`src/rtl/ttpu_pkg.sv`:
```
// Shared FP16 types, constants and the MAC processing-element state encoding.
package ttpu_pkg;

  typedef logic [15:0] fp16_t;

  localparam fp16_t FP16_ZERO     = 16'h0000;
  localparam fp16_t FP16_ONE      = 16'h3C00;
  localparam int    FP16_SIGN_BIT = 15;

  typedef enum logic [2:0] {
    IDLE,
    ACCUM,
    DRAIN,
    REDUCE,
    OUT
  } mac_state_e;

  function automatic logic fp16_is_nan(input fp16_t x);
    return (x[14:10] == 5'h1F) && (x[9:0] != 10'h000);
  endfunction

endpackage

```
`src/rtl/floating_point_adder.sv`:
```
// FP16 adder, round-to-nearest-even, subnormals flushed to zero, LAT-cycle result pipeline.
module floating_point_adder #(
  parameter int LAT = 4
) (
  input  logic        clk,
  input  logic        en,
  input  logic [15:0] a,
  input  logic [15:0] b,
  output logic [15:0] result
);

  function automatic logic [15:0] fp16_add(input logic [15:0] x, input logic [15:0] y);
    logic        x_nan, y_nan, x_inf, y_inf, g, r;
    logic [15:0] big, sml;
    logic [13:0] wa, ws;
    logic [14:0] sum;
    logic [10:0] m;
    int          d, e;
    x_nan = (x[14:10] == 5'h1F) && (x[9:0] != 10'h0);
    y_nan = (y[14:10] == 5'h1F) && (y[9:0] != 10'h0);
    x_inf = (x[14:10] == 5'h1F) && (x[9:0] == 10'h0);
    y_inf = (y[14:10] == 5'h1F) && (y[9:0] == 10'h0);
    if (x_nan || y_nan) return 16'h7E00;
    if (x_inf && y_inf) return (x[15] == y[15]) ? x : 16'h7E00;
    if (x_inf) return x;
    if (y_inf) return y;
    if (x[14:10] == 5'h00 && y[14:10] == 5'h00) return {x[15] & y[15], 15'h0000};
    if (x[14:10] == 5'h00) return y;
    if (y[14:10] == 5'h00) return x;
    if (x[14:0] >= y[14:0]) begin
      big = x;
      sml = y;
    end else begin
      big = y;
      sml = x;
    end
    d  = int'(big[14:10]) - int'(sml[14:10]);
    wa = {1'b1, big[9:0], 3'b000};
    ws = {1'b1, sml[9:0], 3'b000};
    // Alignment shift keeps every shifted-out bit OR-ed into the sticky position.
    for (int i = 0; i < 31; i++) if (i < d) ws = {1'b0, ws[13:2], ws[1] | ws[0]};
    sum = (big[15] == sml[15]) ? ({1'b0, wa} + {1'b0, ws}) : ({1'b0, wa} - {1'b0, ws});
    if (sum == 15'h0) return 16'h0000;
    e = int'(big[14:10]);
    if (sum[14]) begin
      sum = {1'b0, sum[14:2], sum[1] | sum[0]};
      e   = e + 1;
    end else begin
      for (int i = 0; i < 14; i++) begin
        if (!sum[13]) begin
          sum = {sum[13:0], 1'b0};
          e   = e - 1;
        end
      end
    end
    m = {1'b0, sum[12:3]};
    g = sum[2];
    r = sum[1] | sum[0];
    if (e <= 0) return {big[15], 15'h0000};
    if (g && (r || m[0])) m = m + 11'd1;
    if (m[10]) begin
      m = 11'd0;
      e = e + 1;
    end
    if (e >= 31) return {big[15], 5'h1F, 10'h000};
    return {big[15], e[4:0], m[9:0]};
  endfunction

  logic [15:0] pipe_q [LAT];

  always_ff @(posedge clk) begin
    if (en) begin
      pipe_q[0] <= fp16_add(a, b);
      for (int i = 1; i < LAT; i++) pipe_q[i] <= pipe_q[i-1];
    end
  end

  assign result = pipe_q[LAT-1];

endmodule

```
`src/rtl/floating_point_multiplayer.sv`:
```
// FP16 multiplier, round-to-nearest-even, subnormals flushed to zero, LAT-cycle result pipeline.
module floating_point_multiplayer #(
  parameter int LAT = 2
) (
  input  logic        clk,
  input  logic        en,
  input  logic [15:0] a,
  input  logic [15:0] b,
  output logic [15:0] result
);

  function automatic logic [15:0] fp16_mul(input logic [15:0] x, input logic [15:0] y);
    logic        s, x_nan, y_nan, x_inf, y_inf, x_zero, y_zero, g, r;
    logic [21:0] p;
    logic [10:0] m;
    int          e;
    s      = x[15] ^ y[15];
    x_nan  = (x[14:10] == 5'h1F) && (x[9:0] != 10'h0);
    y_nan  = (y[14:10] == 5'h1F) && (y[9:0] != 10'h0);
    x_inf  = (x[14:10] == 5'h1F) && (x[9:0] == 10'h0);
    y_inf  = (y[14:10] == 5'h1F) && (y[9:0] == 10'h0);
    x_zero = (x[14:10] == 5'h00);
    y_zero = (y[14:10] == 5'h00);
    if (x_nan || y_nan || (x_inf && y_zero) || (y_inf && x_zero)) return 16'h7E00;
    if (x_inf || y_inf) return {s, 5'h1F, 10'h000};
    if (x_zero || y_zero) return {s, 15'h0000};
    p = {1'b1, x[9:0]} * {1'b1, y[9:0]};
    e = int'(x[14:10]) + int'(y[14:10]) - 15;
    if (p[21]) begin
      m = {1'b0, p[20:11]};
      g = p[10];
      r = |p[9:0];
      e = e + 1;
    end else begin
      m = {1'b0, p[19:10]};
      g = p[9];
      r = |p[8:0];
    end
    if (g && (r || m[0])) m = m + 11'd1;
    if (m[10]) begin
      m = 11'd0;
      e = e + 1;
    end
    if (e <= 0) return {s, 15'h0000};
    if (e >= 31) return {s, 5'h1F, 10'h000};
    return {s, e[4:0], m[9:0]};
  endfunction

  logic [15:0] pipe_q [LAT];

  always_ff @(posedge clk) begin
    if (en) begin
      pipe_q[0] <= fp16_mul(a, b);
      for (int i = 1; i < LAT; i++) pipe_q[i] <= pipe_q[i-1];
    end
  end

  assign result = pipe_q[LAT-1];

endmodule

```
`src/rtl/valid_tag_pipe.sv`:
```
// Reset-clearable delay line carrying a valid bit and a small tag alongside a datapath pipeline.
module valid_tag_pipe #(
  parameter int DEPTH = 2,
  parameter int TAG_W = 2
) (
  input  logic             clk,
  input  logic             reset,
  input  logic             vld_i,
  input  logic [TAG_W-1:0] tag_i,
  output logic             vld_o,
  output logic [TAG_W-1:0] tag_o
);

  logic             vld_q [DEPTH];
  logic [TAG_W-1:0] tag_q [DEPTH];

  always_ff @(posedge clk or posedge reset) begin
    if (reset) begin
      for (int i = 0; i < DEPTH; i++) begin
        vld_q[i] <= 1'b0;
        tag_q[i] <= '0;
      end
    end else begin
      vld_q[0] <= vld_i;
      tag_q[0] <= tag_i;
      for (int i = 1; i < DEPTH; i++) begin
        vld_q[i] <= vld_q[i-1];
        tag_q[i] <= tag_q[i-1];
      end
    end
  end

  assign vld_o = vld_q[DEPTH-1];
  assign tag_o = tag_q[DEPTH-1];

endmodule

```
`src/rtl/fp_mac_pe.sv`:
```
// FP16 multiply-accumulate PE: ADD_LAT interleaved partial sums reduced to one dot product per vector.
// Build option FP_MAC_RELU_EN clamps negative non-NaN results to +0.0.
module fp_mac_pe
  import ttpu_pkg::*;
#(
  parameter int MUL_LAT = 2,
  parameter int ADD_LAT = 4,
  parameter int CNT_W   = 16
) (
  input  logic             clk,
  input  logic             reset,
  input  logic             in_valid,
  output logic             in_ready,
  input  logic [15:0]      in_a,
  input  logic [15:0]      in_b,
  input  logic             in_last,
  output logic             out_valid,
  input  logic             out_ready,
  output logic [15:0]      out_data,
  output logic [CNT_W-1:0] out_count,
  output logic             busy
);

  localparam int LANE_W    = (ADD_LAT > 1) ? $clog2(ADD_LAT) : 1;
  localparam int TMR_W     = 16;
  localparam int DRAIN_CYC = MUL_LAT + ADD_LAT;

  function automatic fp16_t fp16_relu(input fp16_t x);
`ifdef FP_MAC_RELU_EN
    return (x[FP16_SIGN_BIT] && !fp16_is_nan(x)) ? FP16_ZERO : x;
`else
    return x;
`endif
  endfunction

  function automatic logic [CNT_W-1:0] sat_inc(input logic [CNT_W-1:0] c);
    return (c == '1) ? c : c + 1'b1;
  endfunction

  mac_state_e         state_q;
  logic               in_ready_q, out_valid_q, busy_q;
  fp16_t              out_data_q;
  logic [CNT_W-1:0]   out_count_q, count_q;
  logic [LANE_W-1:0]  ptr_q, red_lane_q;
  logic [TMR_W-1:0]   tmr_q;
  fp16_t              psum_q   [ADD_LAT];
  fp16_t              psum_byp [ADD_LAT];

  logic               accept, drain_end, red_step, red_done;
  logic [LANE_W-1:0]  acc_tag, red_idx, mul_tag, add_tag;
  logic               mul_vld, add_vld;
  fp16_t              mul_res, add_res, add_a, add_b;

  assign accept  = in_valid & in_ready_q;
  assign acc_tag = (state_q == IDLE) ? '0 : ptr_q;

  floating_point_multiplayer #(.LAT(MUL_LAT)) u_mul (
    .clk(clk), .en(1'b1), .a(in_a), .b(in_b), .result(mul_res)
  );

  valid_tag_pipe #(.DEPTH(MUL_LAT), .TAG_W(LANE_W)) u_mul_pipe (
    .clk(clk), .reset(reset), .vld_i(accept), .tag_i(acc_tag), .vld_o(mul_vld), .tag_o(mul_tag)
  );

  floating_point_adder #(.LAT(ADD_LAT)) u_add (
    .clk(clk), .en(1'b1), .a(add_a), .b(add_b), .result(add_res)
  );

  valid_tag_pipe #(.DEPTH(ADD_LAT), .TAG_W(LANE_W)) u_add_pipe (
    .clk(clk), .reset(reset), .vld_i(mul_vld), .tag_i(mul_tag), .vld_o(add_vld), .tag_o(add_tag)
  );

  // Lane reads see a same-cycle adder write-back (write-before-read).
  always_comb begin
    for (int i = 0; i < ADD_LAT; i++)
      psum_byp[i] = (add_vld && add_tag == LANE_W'(i)) ? add_res : psum_q[i];
  end

  // The first reduction add is issued in the last drain cycle so the final sum lands at OUT entry.
  always_comb begin
    drain_end = (state_q == DRAIN) && (tmr_q == TMR_W'(DRAIN_CYC - 1));
    red_step  = (state_q == REDUCE) && (tmr_q == TMR_W'(ADD_LAT - 1));
    red_done  = (red_lane_q == LANE_W'(ADD_LAT - 1));
    red_idx   = drain_end ? LANE_W'(1) : red_lane_q + 1'b1;
    add_a     = mul_res;
    add_b     = psum_byp[mul_tag];
    if ((drain_end && ADD_LAT > 1) || (red_step && !red_done)) begin
      add_a = psum_byp[red_idx];
      add_b = drain_end ? psum_byp[0] : add_res;
    end
  end

  always_ff @(posedge clk or posedge reset) begin
    if (reset) begin
      state_q     <= IDLE;
      in_ready_q  <= 1'b1;
      out_valid_q <= 1'b0;
      busy_q      <= 1'b0;
      out_data_q  <= FP16_ZERO;
      out_count_q <= '0;
      count_q     <= '0;
      ptr_q       <= '0;
      red_lane_q  <= '0;
      tmr_q       <= '0;
      for (int i = 0; i < ADD_LAT; i++) psum_q[i] <= FP16_ZERO;
    end else begin
      if (add_vld) psum_q[add_tag] <= add_res;
      case (state_q)
        IDLE, ACCUM: begin
          if (accept) begin
            count_q <= (state_q == IDLE) ? CNT_W'(1) : sat_inc(count_q);
            ptr_q   <= (acc_tag == LANE_W'(ADD_LAT - 1)) ? '0 : acc_tag + 1'b1;
            busy_q  <= 1'b1;
            tmr_q   <= '0;
            if (in_last) begin
              state_q    <= DRAIN;
              in_ready_q <= 1'b0;
            end else begin
              state_q <= ACCUM;
            end
          end
        end
        DRAIN: begin
          tmr_q <= tmr_q + 1'b1;
          if (drain_end) begin
            tmr_q <= '0;
            if (ADD_LAT == 1) begin
              out_data_q  <= fp16_relu(psum_byp[0]);
              out_count_q <= count_q;
              out_valid_q <= 1'b1;
              state_q     <= OUT;
            end else begin
              red_lane_q <= LANE_W'(1);
              state_q    <= REDUCE;
            end
          end
        end
        REDUCE: begin
          tmr_q <= red_step ? '0 : tmr_q + 1'b1;
          if (red_step) begin
            if (red_done) begin
              out_data_q  <= fp16_relu(add_res);
              out_count_q <= count_q;
              out_valid_q <= 1'b1;
              state_q     <= OUT;
            end else begin
              red_lane_q <= red_idx;
            end
          end
        end
        OUT: begin
          if (out_ready) begin
            out_valid_q <= 1'b0;
            in_ready_q  <= 1'b1;
            busy_q      <= 1'b0;
            state_q     <= IDLE;
            for (int i = 0; i < ADD_LAT; i++) psum_q[i] <= FP16_ZERO;
          end
        end
        default: state_q <= IDLE;
      endcase
    end
  end

  assign in_ready  = in_ready_q;
  assign out_valid = out_valid_q;
  assign out_data  = out_data_q;
  assign out_count = out_count_q;
  assign busy      = busy_q;

endmodule

```
`config.mk`:
```
export PLATFORM = sky130hd
export DESIGN_NAME = fp_mac_pe
export DESIGN_NICKNAME = d
export VERILOG_FILES = /design/src/rtl/ttpu_pkg.sv /design/src/rtl/floating_point_adder.sv /design/src/rtl/floating_point_multiplayer.sv /design/src/rtl/valid_tag_pipe.sv /design/src/rtl/fp_mac_pe.sv
export SDC_FILE = /design/constraint.sdc
export NUM_CORES = 1
export LEC_CHECK = 0
export ABC_CLOCK_PERIOD_IN_PS = 29700
export CORE_MARGIN = 4
export CORE_UTILIZATION = 52
export CTS_CLUSTER_DIAMETER = 40
export DETAILED_ROUTE_END_ITERATION = 6
export GPL_TIMING_DRIVEN = 0
export PLACE_DENSITY = 0.73
export SKIP_CTS_REPAIR_TIMING = 1
export SYNTH_ARGS = -nofsm -noshare
export SYNTH_HDL_FRONTEND = slang
export SYNTH_SLANG_ARGS = --single-unit
```
`constraint.sdc`:
```
create_clock -name clk -period 29.7 [get_ports clk]
set_input_delay 2.97 -clock clk [delete_from_list [all_inputs] [get_ports clk]]
set_output_delay 2.97 -clock clk [all_outputs]
set_load 0.01 [all_outputs]
```
Word level (Yosys, flattened, before mapping)
Memory sizes are Yosys's and may differ from the RTL's.
Cells that the tools add are included.

storage, ports and cells
  register bits = 156
  RAM bits = 96
  output and inout bits = 35
  logic and storage cells = 975
  memories kept = 2

memories
  memory        words  bits a word  read ports  clocked after memory_dff  write ports  line                              text
  u_add.pipe_q  4      16           4           0                         4            floating_point_adder.sv:69        logic [15:0] pipe_q [LAT];
  u_mul.pipe_q  2      16           2           0                         2            floating_point_multiplayer.sv:49  logic [15:0] pipe_q [LAT];

operators by class
  add/subtract/negate cells = 29
  $mul = 1
  magnitude comparators = 40
  equality and inequality tests = 26
  muxes and demuxes = 750
  bitwise logic cells = 38
  reduce and logical (&&, ||, !) cells = 63

operator list
  cell                     count
  $mux W14                 378
  $mux W32                 158
  $mux W16                 73
  $lt A6 B32 Y1 const A    15
  $sub A32 B2 Y32 const B  13
  $lt A5 B32 Y1 const A    8
  $mux W64                 3
  $mux W11                 17
  $mux W13                 10
  $lt A4 B32 Y1 const A    4
  $add A32 B2 Y32 const B  3
  $mux W1                  85
  $bmux W16 S2             2
  $bwmux W64               1
  $ge A32 B6 Y1 const B    2
  $le A32 B1 Y1 const B    2
  $lt A3 B32 Y1 const A    2
  $pmux W16 S3             1
  $logic_not A10 Y1        4
  $reduce_bool A10 Y1      4
  $add A16 B1 Y16 const B  2
  $demux W16 S2            1
  $lt A1 B32 Y1 const A    1
  $lt A2 B32 Y1 const A    1
  other kinds (53)         157

Logic depth before layout (Yosys ltp)
  depth in word-level cells = 532
  depth in mapped cells = 119
  mapped depth without buffers = 112

By module
A second synthesis with hierarchy kept.

second synthesis, totals
  cells, all modules = 4483
  area, all modules = 34830.9 µm²

by module, submodules not included
  module                        times used  cells an instance  area an instance (µm²)  seq. area each (µm²)
  floating_point_adder          1           2549               17905.9                 1921.8
  fp_mac_pe                     1           931                8409.3                  3454.6
  floating_point_multiplayer    1           979                8027.7                  960.9
  valid_tag_pipe at u_add_pipe  1           15                 319.1                   300.3
  valid_tag_pipe at u_mul_pipe  1           9                  168.9                   150.1

Worst setup path before layout
No wires, ideal clock.

  path type = register to register
  start point = reg tmr_q[0]
  end point = mem u_add.pipe_q[0][12]
  library setup time = 122 ps
  arrival time = 22420 ps
  path slack = 7158 ps
  cell stages (with the launch flop) = 114
  period minus slack after synthesis = 22542 ps
  cells stage by stage = dfrtp_1 ha_1 nor4b_1 nand4_1 and2_1 buf_2 nor2_2 buf_2 buf_1 clkbuf_1 mux2i_1 inv_1 ha_1 nand3_1 nor4_1 a31oi_4 o21ai_4 clkbuf_1 [78 not listed] xnor2_1 nor3_1 and4_1 nor3b_1 or3b_1 or3_1 nor3_1 nand3_1 o31ai_1 xnor2_1 nor3_1 mux2_1 a2111oi_2 and4_1 o2111ai_2 a22oi_1 o21ai_1 a221o_1

RTL lines
  element                 line                        text
  from (decl)             fp_mac_pe.sv:45             logic [TMR_W-1:0] tmr_q;
  from (signal assigned)  fp_mac_pe.sv:124            tmr_q <= tmr_q + 1'b1;
  from (signal assigned)  fp_mac_pe.sv:139            tmr_q <= red_step ? '0 : tmr_q + 1'b1;
  to (decl)               floating_point_adder.sv:69

==> metrics.md <==
| Metric | Value |
|---|---|
| RR Startpoint | `tmr_q[6]$_DFFE_PP0P_` |
| Vias in the first global route | `28900` |
| Total wire length | `94400 um` |
| Outcome | `finished clean` |
| M1 GR Usage | `0.398` |
| Row count | `89` |
| CTS tree | `done` |
| Worst Hold Endpoint | `u_add.pipe_q[2][1]$_DFF_P_` |
| Global Route met3 Usage | `0.0297` |
| IO Pins | `~70` |
| Synth Flop Type | `dfrtp_1` |
| Setup TNS | `0 ns` |
| Port Buf Inserts | `71` |
| Slew HR | `0.177` |
| Hold Crit Depth | `0` |
| Most frequent cell after synthesis | `nand2_1` |
| Global placement routability congestion | `0.964` |
| Worst-path maximum fanout | `10` |
| Largest net degree at the start of global routing | `88` |
| Clock Latency Late Sink | `0.56 ns` |
| Antenna fix cells | `0` |
| Die ar. | `64300 um2` |
| DRT iter0 DRCs | `between 3000 and 4000` |
| Critical path startpoint | `tmr_q[6]$_DFFE_PP0P_` |
| CTS H-Tree Depth | `1` |
| Clk root buf | `clkbuf_16` |
| Post-synth top area cell | `dfrtp_1` |
| Tmin final | `between 20 and 30 ns` |
| Crit Path Category | `reg2reg` |
| DRC viols | `0` |
| Fraction of registers with async set/reset | `0.619` |
| Crit-path most repeated cell | `ha_1` |
| Core footprint | `59400 um2` |
| Clock Skew | `0.0122 ns` |
| Top-area cell type share of the netlist area | `0.124` |
| Max Cap Viol | `0` |
| Crit-path leading delay family | `compound AO/OA/AOI/OAI gates` |
| Met2 Use GR | `0.455` |
| Post-DR wirelength/cell | `~19 um` |
| Die H | `254 um` |
| Critical Path Sink Type | `flop` |
| Global-route wire length before repair | `152000 um` |
| GRT Util Overall | `0.281` |
| Mapped Cells | `4055` |
| Syn nets | `around 4300` |
| Reg-to-reg slack, setup | `2.27 ns` |
| Clock buffer depth | `3` |
| Final hold viol count | `0` |
| Syn Area/Cell | `7.74 um2` |
| Setup Viol. Count Final | `0` |
| Depth of the worst register-to-register path | `110` |
| RSZ-0062 raised after global routing | `false` |
| HP Start | `u_add.pipe_q[1][1]$_DFF_P_` |
| Busiest layer in global routing | `met2` |
| CP max stage cell | `o31ai_2` |
| Vias per inst | `around 6.3` |
| TritonCTS buffer count | `31` |
| Congestion Overflow GR | `0` |
| Synth top cells by count | `nand2_1 (465), nor2_1 (364), a21oi_1 (265)` |
| Sequential element share of the synthesized area | `0.186` |
| Cell Area, Synth | `about 31000 um2` |
| Distinct cell type count after synthesis | `roughly 140` |
| Share of layout cells above drive strength 1 | `0.0827` |
| Antenna Violating Nets Remaining | `0` |
| Max incr delay on CP | `0.85 ns` |
| Final Cycle Share | `0.924` |
| Max Freq | `about 0.036 GHz` |
| Routed via count | `31300` |
| Arrival time worst endpoint | `27.82 ns` |
| Worst Path Buf+Inv | `13` |
| YS warnings | `0` |
| Max-slew violation count | `0` |
| CP startpoint kind | `flop` |
| Final Net Count | `4416` |
| Hold Crit Class | `reg2reg` |
| Die width | `~250 um` |
| Synthesized flop and latch total | `252` |
| Clock Pin Slew Worst Setup and Hold Paths | `0.07 ns` |
| Dpl hpwl | `74000 um` |
| Number of antenna violations at the first check in global routing | `0` |
| DRT Pass-1 Iters | `6` |
| # clock sinks | `between 200 and 300` |
| Largest cells by area after synthesis | `dfrtp_1 (12%), dfxtp_1 (6.1%), nand2_1 (5.6%)` |
| Worst reg2reg path endpoint | `u_add.pipe_q[0][2]$_SDFF_PP0_` |
| Critical Path RT | `30.09 ns` |
| Starting density of the core | `0.529` |
| Post-synth EDFFs | `0` |
| Syn-to-layout area delta | `9.09%` |
| Worst slew pin tran | `1.23 ns` |
[cells in the final DEF (no fill, tap or decap), types with 39 or more instances in the layout]
cell type,n
a211oi_1,42
a21oi_1,265
a31oi_1,46
and2_1,110
and3_1,46
clkbuf_1,129
clkdlybuf4s50_1,71
dfrtp_1,155
dfxtp_1,96
fa_1,82
ha_1,139
inv_1,164
mux2_2,60
mux2i_1,76
nand2_1,465
nand3_1,117
nand4_1,67
nor2_1,364
nor3_1,135
nor4_1,51
o211ai_1,49
o21ai_0,208
o21ai_1,39
or3_1,56
xnor2_1,190
xor2_1,96
[worst register-to-register path: cells and delay by family (launching register included)]
kind / cells / cell delay, ns
and+or+nand+nor: 28 / 5.44
buffers and inverters: 13 / 4.41
muxes: 7 / 1.48
adders and majority gates: 13 / 4.12
AOI/OAI and AO/OA: 45 / 10.54
DFF: 1 / 0.44
xor gates and xnor gates: 4 / 0.75
[area by class of cell]
class | count | area, um2
clock inverter | 23 | 260
timing repair buffer | 72 | 738
sequential | 252 | 5830
multi-input combinational | 3437 | 24100
tap | 773 | 967
buffer | 194 | 795
inverter | 170 | 643
fill | 5550 | 25100
clock buffer | 35 | 865
[kinds of logic after synthesis]
family / count (synthesis) / share of synthesized area
compound gates: 1065 / 0.233
fa+ha+maj: 223 / 0.108
simple gates: 1684 / 0.278
buf+inv: 366 / 0.0457
xor+xnor: 315 / 0.0965
mux: 150 / 0.0532
flops: 252 / 0.186
[metrics by stage]
| stage | std cells | util | hold slack (ns) | instance area (um2) | setup slack (ns) |
|---|---|---|---|---|---|
| finish | 4956 | 0.577 | 0.322 | 34200 | 2.27 |
| global route | 4956 | 0.577 | 0.324 | 34200 | 0.239 |
| CTS | 4958 | 0.577 | 0.308 | 34200 | 1.80 |
| detailed placement | 4900 | 0.558 | 0.312 | 33100 | 1.94 |
| global placement | 4899 | 0.557 | 0.310 | 33100 | 1.62 |
| floorplan | 4055 | - | 0.310 | 31400 | 7.16 |
[flip-flops by register name, indices dropped and copies added, names as in the netlist, 2 cells and up]
name              count
u_mul.pipe_q         32
u_add.pipe_q         64
ptr_q                 2
tmr_q                16
psum_q               64
u_add_pipe.vld_q      3
out_count            16
state_q               3
u_mul_pipe.tag_q      2
u_mul_pipe.tag_o      2
u_add_pipe.tag_q      6
out_data             16
red_lane_q            2
count_q              16
u_add_pipe.tag_o      2
[worst max-delay path by stage]
stage                     slack, ns                        endpoint  depth (start not counted)
final                          2.27   u_add.pipe_q[0][2]$_SDFF_PP0_                        110
after global routing           0.24   u_add.pipe_q[0][2]$_SDFF_PP0_                        115
after CTS                      1.80   u_add.pipe_q[0][2]$_SDFF_PP0_                        112
after detailed placement       1.94   u_add.pipe_q[0][2]$_SDFF_PP0_                        112
after global placement         1.62   u_add.pipe_q[0][2]$_SDFF_PP0_                        109
after floorplan                7.16  u_add.pipe_q[0][12]$_SDFF_PP1_                        113
[layer usage]
metal  share of wire  vias to the layer above
li1                -                    15000
met1            0.44                    14900
met2            0.45                     1263
met3           0.070                      213
met4           0.033                        0
met5               0                        -
Power is left out: the tool's default activity adds up to more than one toggle a clock period on the data nets, which glitch-free logic cannot reach.
